### src/rtl/lamp_mode_ctrl_if.sv
`default_nettype none
// ============================================================================
// Module      : lamp_mode_ctrl_if
// Description : Key inputs and lamp-mode outputs of lamp_mode_ctrl.
// Revision    : 1.0 - initial release
// ============================================================================
interface lamp_mode_ctrl_if;
    logic       key_n;
    logic       auto_n;
    logic [1:0] S;
    logic       mode_chg;
    logic       tick;
    logic       auto_en;

    modport master (
        output key_n,
        output auto_n,
        input  S,
        input  mode_chg,
        input  tick,
        input  auto_en
    );

    modport slave (
        input  key_n,
        input  auto_n,
        output S,
        output mode_chg,
        output tick,
        output auto_en
    );
endinterface
`default_nettype wire

### src/rtl/lamp_mode_ctrl.sv
`default_nettype none
// ============================================================================
// Module      : lamp_mode_ctrl
// Description : Debounced mode / auto-cycle keys driving a 2-bit lamp pattern
//               select with a phase-aligned step tick.
// Revision    : 1.0 - initial release
// ============================================================================
module lamp_mode_ctrl #(
    parameter int DEBOUNCE_CYCLES = 20,
    parameter int TICK_DIV        = 5,
    parameter int AUTO_TICKS      = 8
) (
    input  wire logic       clk,
    input  wire logic       reset,
    lamp_mode_ctrl_if.slave bus
);

    localparam logic [15:0] c_deb_target = 16'(DEBOUNCE_CYCLES);
    localparam logic [15:0] c_div_last   = 16'(TICK_DIV - 1);
    localparam logic [7:0]  c_auto_last  = 8'(AUTO_TICKS - 1);

    typedef enum logic [1:0] {
        ST_IDLE       = 2'd0,
        ST_PRESS_WAIT = 2'd1,
        ST_HELD       = 2'd2,
        ST_REL_WAIT   = 2'd3
    } deb_state_t;

    // bit 0 = mode key, bit 1 = auto key; idle level of the keys is high
    logic [1:0]  r_sync1;
    logic [1:0]  r_sync2;
    logic [1:0]  w_press;

    logic [1:0]  r_s;
    logic        r_mode_chg;
    logic        r_tick;
    logic        r_auto_en;
    logic [15:0] r_div;
    logic [7:0]  r_acnt;

    logic        w_auto_adv;
    logic        w_change;
    logic [15:0] w_div_next;

    always_ff @(posedge clk or negedge reset) begin
        if (!reset) begin
            r_sync1 <= 2'b11;
            r_sync2 <= 2'b11;
        end else begin
            r_sync1 <= {bus.auto_n, bus.key_n};
            r_sync2 <= r_sync1;
        end
    end

    generate
        for (genvar k = 0; k < 2; k++) begin : g_deb
            deb_state_t  r_state;
            logic [15:0] r_cnt;
            logic [15:0] w_cnt_inc;

            // counter never exceeds DEBOUNCE_CYCLES-1, so the increment cannot wrap
            assign w_cnt_inc  = r_cnt + 16'd1;
            assign w_press[k] = (r_state == ST_PRESS_WAIT) && !r_sync2[k] &&
                                (w_cnt_inc == c_deb_target);

            always_ff @(posedge clk or negedge reset) begin
                if (!reset) begin
                    r_state <= ST_IDLE;
                    r_cnt   <= 16'd0;
                end else begin
                    case (r_state)
                        ST_IDLE: begin
                            if (!r_sync2[k]) begin
                                r_state <= ST_PRESS_WAIT;
                                r_cnt   <= 16'd1;
                            end
                        end
                        ST_PRESS_WAIT: begin
                            if (r_sync2[k]) begin
                                r_state <= ST_IDLE;
                                r_cnt   <= 16'd0;
                            end else if (w_cnt_inc == c_deb_target) begin
                                r_state <= ST_HELD;
                                r_cnt   <= 16'd0;
                            end else begin
                                r_cnt   <= w_cnt_inc;
                            end
                        end
                        ST_HELD: begin
                            if (r_sync2[k]) begin
                                r_state <= ST_REL_WAIT;
                                r_cnt   <= 16'd1;
                            end
                        end
                        ST_REL_WAIT: begin
                            if (!r_sync2[k]) begin
                                r_state <= ST_HELD;
                                r_cnt   <= 16'd0;
                            end else if (w_cnt_inc == c_deb_target) begin
                                r_state <= ST_IDLE;
                                r_cnt   <= 16'd0;
                            end else begin
                                r_cnt   <= w_cnt_inc;
                            end
                        end
                        default: begin
                            r_state <= ST_IDLE;
                            r_cnt   <= 16'd0;
                        end
                    endcase
                end
            end
        end
    endgenerate

    // r_tick mirrors (r_div == TICK_DIV-1), so it marks the last cycle of a step
    assign w_auto_adv = r_auto_en && r_tick && (r_acnt == c_auto_last);
    assign w_change   = w_press[0] || w_auto_adv;
    assign w_div_next = (w_change || (r_div == c_div_last)) ? 16'd0 : (r_div + 16'd1);

    always_ff @(posedge clk or negedge reset) begin
        if (!reset) begin
            r_s        <= 2'b00;
            r_mode_chg <= 1'b0;
            r_tick     <= 1'b0;
            r_auto_en  <= 1'b0;
            r_div      <= 16'd0;
            r_acnt     <= 8'd0;
        end else begin
            r_div      <= w_div_next;
            r_tick     <= (w_div_next == c_div_last);
            r_mode_chg <= w_change;
            if (w_change) begin
                r_s <= r_s + 2'd1;
            end
            if (w_press[1]) begin
                r_auto_en <= ~r_auto_en;
            end
            // a mode change or an auto toggle restarts the auto count from zero
            if (w_change || w_press[1]) begin
                r_acnt <= 8'd0;
            end else if (r_auto_en && r_tick) begin
                r_acnt <= r_acnt + 8'd1;
            end
        end
    end

    assign bus.S        = r_s;
    assign bus.mode_chg = r_mode_chg;
    assign bus.tick     = r_tick;
    assign bus.auto_en  = r_auto_en;

endmodule
`default_nettype wire

### src/flat_wrapper.sv
// flat-port wrapper written by rule: the top's interface ports become plain ports
module lamp_mode_ctrl_flat 
#(
    parameter int DEBOUNCE_CYCLES = 20,
    parameter int TICK_DIV        = 5,
    parameter int AUTO_TICKS      = 8
)
  (clk, reset, bus_key_n, bus_auto_n, bus_S, bus_mode_chg, bus_tick, bus_auto_en);
  lamp_mode_ctrl_if bus_i ();
  input  wire logic clk;
  input  wire logic reset;
  input wire logic [$bits(bus_i.key_n)-1:0] bus_key_n;
  input wire logic [$bits(bus_i.auto_n)-1:0] bus_auto_n;
  output wire logic [$bits(bus_i.S)-1:0] bus_S;
  output wire logic [$bits(bus_i.mode_chg)-1:0] bus_mode_chg;
  output wire logic [$bits(bus_i.tick)-1:0] bus_tick;
  output wire logic [$bits(bus_i.auto_en)-1:0] bus_auto_en;
  assign bus_i.key_n = bus_key_n;
  assign bus_i.auto_n = bus_auto_n;
  assign bus_S = bus_i.S;
  assign bus_mode_chg = bus_i.mode_chg;
  assign bus_tick = bus_i.tick;
  assign bus_auto_en = bus_i.auto_en;
  lamp_mode_ctrl #(.DEBOUNCE_CYCLES(DEBOUNCE_CYCLES), .TICK_DIV(TICK_DIV), .AUTO_TICKS(AUTO_TICKS)) u_core (.clk(clk), .reset(reset), .bus(bus_i));
endmodule
### config.mk
export PLATFORM = sky130hd
export DESIGN_NAME = lamp_mode_ctrl_flat
export DESIGN_NICKNAME = d
export VERILOG_FILES = /design/src/rtl/lamp_mode_ctrl_if.sv /design/src/rtl/lamp_mode_ctrl.sv /design/src/flat_wrapper.sv
export SDC_FILE = /design/constraint.sdc
export NUM_CORES = 1
export LEC_CHECK = 0
export CAP_MARGIN = 40
export CORE_MARGIN = 1.5
export CORE_UTILIZATION = 56
export CTS_CLUSTER_DIAMETER = 50
export DETAILED_ROUTE_END_ITERATION = 12
export PLACE_DENSITY = 0.76
export RECOVER_POWER = 100
export SLEW_MARGIN = 20
export SYNTH_ARGS = -nofsm -noshare
export SYNTH_HDL_FRONTEND = slang
export SYNTH_SLANG_ARGS = --single-unit
export TNS_END_PERCENT = 30
### constraint.sdc
create_clock -name clk -period 2.6 [get_ports clk]
set_input_delay 0.52 -clock clk [delete_from_list [all_inputs] [get_ports clk]]
set_output_delay 0.52 -clock clk [all_outputs]
set_load 0.01 [all_outputs]
Word level (Yosys, flattened, before mapping)
Cells that the tools add are included.

operators by class
  bitwise operators = 1
  muxes and demuxes = 29
  eq/ne operators = 19
  add/subtract/negate cells = 5
  reductions and logical operators = 18

operators by type and width
  kind                                             number
  2-to-1 mux 16 bit                                11
  case mux 16 bit (4 select lines)                 2
  adder 16 x 1 -> 16 bit (second input constant)   3
  == test 16 x 3 -> 1 bit (second input constant)  2
  == test 16 x 5 -> 1 bit (second input constant)  2
  2-to-1 mux 2 bit                                 12
  2-to-1 mux 8 bit                                 2
  case mux 2 bit (4 select lines)                  2
  adder 8 x 1 -> 8 bit (second input constant)     1
  == test 2 bit (second input constant)            4
  == test 8 x 3 -> 1 bit (second input constant)   1
  AND reduction 4 bit                              2
  logical AND 1 bit                                6
  != test 3 x 2 -> 1 bit (second input constant)   2
  != test 3 bit (second input constant)            2
  == test 2 x 1 -> 1 bit (second input constant)   2
  zero test 2 bit                                  2
  != test 2 x 1 -> 1 bit (second input constant)   2
  != test 2 bit (second input constant)            2
  AND reduction 2 bit                              2
  logical OR 1 bit                                 3
  adder 2 x 1 -> 2 bit (second input constant)     1
  zero test 1 bit                                  2
  nonzero test 2 bit                               1
  NOT 1 bit                                        1

storage, ports and cells
  word-level logic and storage cells = 84
  flip-flop bits (word level) = 69
  output and inout bits = 5

Logic depth before layout (Yosys ltp)
  word-level depth = 7
  gate-level depth with buffers = 10
  mapped depth without buffers = 8

Least setup slack after synthesis
OpenSTA, ideal clock, no wires.

  kind = register to register
  start point = register u_core.g_deb[0].r_cnt[0]
  end point = register u_core.r_div[8]
  cell stages (with the launch flop) = 11
  slack = 0.108 ns
  library setup time = 0.122 ns
  path buffers = 2
  arrival = 2.370 ns
  path through = dfrtp_1 > ha_1 > nand4_1 > nor3_1 > xor2_1 > or3b_1 > o31ai_4 > a41o_1 > buf_6 > buf_6 > nor2_1

between the ends
  longest elaborated chain between the ends = 6

RTL lines
  what                      RTL line               text
  from (decl)               lamp_mode_ctrl.sv:58   logic [15:0] r_cnt;
  from (signal assigned)    lamp_mode_ctrl.sv:86   r_cnt <= w_cnt_inc;
  from (signal assigned)    lamp_mode_ctrl.sv:103  r_cnt <= w_cnt_inc;
  adder 16 x 1 -> 16 bit    lamp_mode_ctrl.sv:62   assign w_cnt_inc = r_cnt + 16'd1;
  == test 16 x 5 -> 1 bit   lamp_mode_ctrl.sv:64   (w_cnt_inc == c_deb_target);
  logical AND 1 bit         lamp_mode_ctrl.sv:63   assign w_press[k] = (r_state == ST_PRESS_WAIT) && !r_sync2[k] &&
  logical OR 1 bit          lamp_mode_ctrl.sv:118  assign w_change = w_press[0] || w_auto_adv;
  net u_core.w_change       lamp_mode_ctrl.sv:42   logic w_change;
  logical OR 1 bit          lamp_mode_ctrl.sv:119  assign w_div_next = (w_change || (r_div == c_div_last)) ? 16'd0 : (r_div + 16'd1);
  2-to-1 mux 16 bit         lamp_mode_ctrl.sv:119
  net u_core.w_div_next[8]  lamp_mode_ctrl.sv:43   logic [15:0] w_div_next;
  to (signal assigned)      lamp_mode_ctrl.sv:130  r_div <= w_div_next;
  to (decl)                 lamp_mode_ctrl.sv:38   logic [15:0] r_div;

The timed path passes the listed nets, and every way through them passes these cells.
A chain may end at the register's enable or synchronous reset.

Worst setup path after layout
  start point = register u_core.g_deb[0].r_cnt[8]
  end point = register u_core.r_div[2]

Same word-level chain as after synthesis.

==> qor.yml <==
period_needed_ns: 2.456
tns_ns: 0
netlist_area_mm2: 0.003896
drc: 0
synth_ff_type: "dfrtp_1"
post_cts_buffers: 0
die_h_um: 86.41
finalSetupViolations: 0
layout_commonest_cell: "dfrtp_1"
final_layout_size_suffix_gt1_share_pct: 9.773
outcome: "finished, violations left"
die_x_um: 86.41
worstPathArrival_ns: 2.67
final_nets: 444
clock_latency_ns: 0.34
slew_violations: 70
start_util_pct: 57.67
synth_top_area_cell: "dfrtp_1"
routedWlPerCell_um: 15.17
cts_tree: "done"
fin_skew_ns: 0.01232
dieArea_mm2: 0.007467
synth_edf_count: 0
power_uw: 2395
path_max_fanout: 17
endpoint_kind: "flop"
powerDensity_mw_per_mm2: 565.2
clock.fmax_mhz: 407.2
pwr-share-clk_pct: 33.7
ctsRootBufferMaster: "clkbuf_8"
syn_area_per_cell_um2: 9.103
syn_inst: 428
ys_warn_count: 0
place_congestion: 0.9420
ys_top_cells_by_area: "dfrtp_1 (42%), nand3_1 (5.3%), xnor2_1 (5.2%)"
min_period_over_period_pct: 94.45
p_switching_uw: 726.4
async_reset_ff_share_pct: 100.0
synth_top_area_share_pct: 41.75
worstSetupPathType: "reg -> reg"
dp.cells: 504
grt_pass1_vias: 2968
rsz0062_at_grt: "false"
internal-power_uw: 1668
rows: 30
via_per_inst: 6.077
routed_wl_mm: 7.888
peakVddDrop_mv: 0.4463
numCtsBuffers: 9
coreArea_mm2: 0.006756
clkSinkCount: 69
rrSetupSlack_ns: 0.14
synth_mux_area_share_pct: 1.028
worst_pin_slew_ns: 1.654
p_sw_share_pct: 30.33
synth_nets: 437
cts_htree_levels: 3
grt_pass1_wl_mm: 13.66
layout_common_cells: "dfrtp_1 (62), nand2_1 (44), nor2_1 (44), nand3_1 (40), xnor2_1 (23)"
clk_pin_slew_ns: 0.08
synth-xor-area-share_pct: 9.441
synth-compound-area-share_pct: 11.21
seqCellArea_mm2: 0.001735
multi_input_area_mm2: 0.002031
synthAdderAreaFrac_pct: 1.606
critPathRequiredTime_ns: 2.82
clk_path_buf_depth: 2
place_hpwl_mm: 5.318
seqPwrFrac_pct: 51.2
slew-limit-headroom_pct: -10.24
first_iter_violations: 203
ant_nets: 0
cts_hold_buf: 0
final_hold_viol_count: 0
synth_simple_gate_area_share_pct: 28.61
io_pins: 9
hold_class: "reg -> reg"
synth_top_family_by_area: "simple AND/OR/NAND/NOR gates"
synth_seq_cells: 69
drv_cap: 1
firstDrtPassIters: 5
area_growth_pct: 8.735
p_leak_uw: 0.001850
cp-start-kind: "flop"
comb_power_share_pct: 15.1
grt.total_usage_pct: 23.17
grt.overflow.total: 0
antenna_found_initial: 0
violations: "max-capacitance violations, max-slew violations"
stdcell_count: 520
yosysSeqAreaShare_pct: 44.44
diodes: 0
vias: 3160
n_fill_cell: 569
grt_max_degree: 70
synth_cell_type_count: 50
port_buffers: 8
==> per-stage QoR <==
stage               utilization (%)  setup WS [ns]  cell area [µm²]  hold WS (ns)
floorplan                         -         0.1076             3896        0.2244
global placement              60.13         0.1471             4063        0.3463
detailed placement            60.13        0.06180             4063        0.3501
CTS                           62.85        0.03473             4247        0.1901
global route                  62.70       0.006628             4237        0.3688
finish                        62.70         0.1443             4237        0.3644
==> timing repair <==
| item | in CTS | in global routing |
|---|---|---|
| hold endpoints to repair | 0 | 0 |
| setup endpoints to repair | 0 | 18 |
| gates resized for setup | 0 | 6 |
==> state kept, by name, indices dropped and copies added, names as in the netlist, named ones only <==
signal	flops
u_core.bus.S	2
u_core.bus.auto_en	1
u_core.r_div	16
u_core.r_acnt	8
u_core.r_sync2	2
u_core.r_sync1	2
u_core.g_deb.r_state	2
u_core.g_deb.r_cnt	32
u_core.bus.tick	1
u_core.bus.mode_chg	1
==> layer usage <==
layer | track usage [%] | routed length (µm)
met1 | 32.38 | 3685
met2 | 35.58 | 3784
met3 | 4.952 | 351
met4 | 8.798 | 67
met5 | 0 | 0
==> cell usage after synthesis, types with 5 or more instances <==
cell type,number
a21oi_1,5
a22o_1,5
a31oi_1,12
and2_1,9
and3_1,14
buf_2,7
clkbuf_1,10
dfrtp_1,65
ha_1,5
inv_1,7
nand2_1,44
nand3_1,41
nand4_1,15
nor2_1,44
nor3_1,9
nor4_1,8
o21ai_0,22
or3_1,9
xnor2_1,23
xor2_1,19
==> final cells by class <==
type                    count  area share, %
well taps                  80          2.363
repair buffers             19          3.780
flip-flops and latches     69          40.96
multi-input cells         329          47.93
inverters                   7         0.6202
clock buffers              10          3.249
clock inverters             6          1.093
==> logic make-up (layout without fill, tap and decap cells) <==
group	count (synthesis)	after routing
AO/OA/AOI/OAI	64	64
flip-flops	69	69
AND/OR/NAND/NOR	214	214
adder cells (fa/ha/maj)	5	5
buffers and inverters	30	42
multiplexers	4	4
XOR/XNOR	42	42
==> worst max-delay path: stages, from the launching register on <==
cell	delay [ns]
dfrtp_2	0.43
nand4_1	0.20
nor4_2	0.35
xnor2_1	0.20
or3b_1	0.42
o31ai_4	0.33
a41o_1	0.19
buf_12	0.16
nor2_1	0.05
==> worst paths after layout <==
path	startpoint	end	cells past startpoint
worst max-delay path	u_core.g_deb[0].r_cnt[8]$_DFFE_PN0P_	u_core.r_div[2]$_DFF_PN0_	8
worst min-delay path	u_core.r_sync1[1]$_DFF_PN1_	u_core.r_sync2[1]$_DFF_PN1_	0
worst max register to register	u_core.g_deb[0].r_cnt[8]$_DFFE_PN0P_	u_core.r_div[2]$_DFF_PN0_	8
worst min register to register	u_core.r_sync1[1]$_DFF_PN1_	u_core.r_sync2[1]$_DFF_PN1_	0
max in group asynchronous	reset	u_core.g_deb[0].r_cnt[3]$_DFFE_PN0P_	2
min in group asynchronous	reset	u_core.g_deb[1].r_cnt[2]$_DFFE_PN0P_	2
==> power by group through the flow <==
stage	Combinational, µW	Clock, µW	Sequential, µW
after floorplan	282	0	1210
after global placement	358	0	1240
after detailed placement	367	0	1240
after CTS	369	832	1220
after global routing	412	876	1240
final	361	807	1230
(Power assumes the default switching activity.)
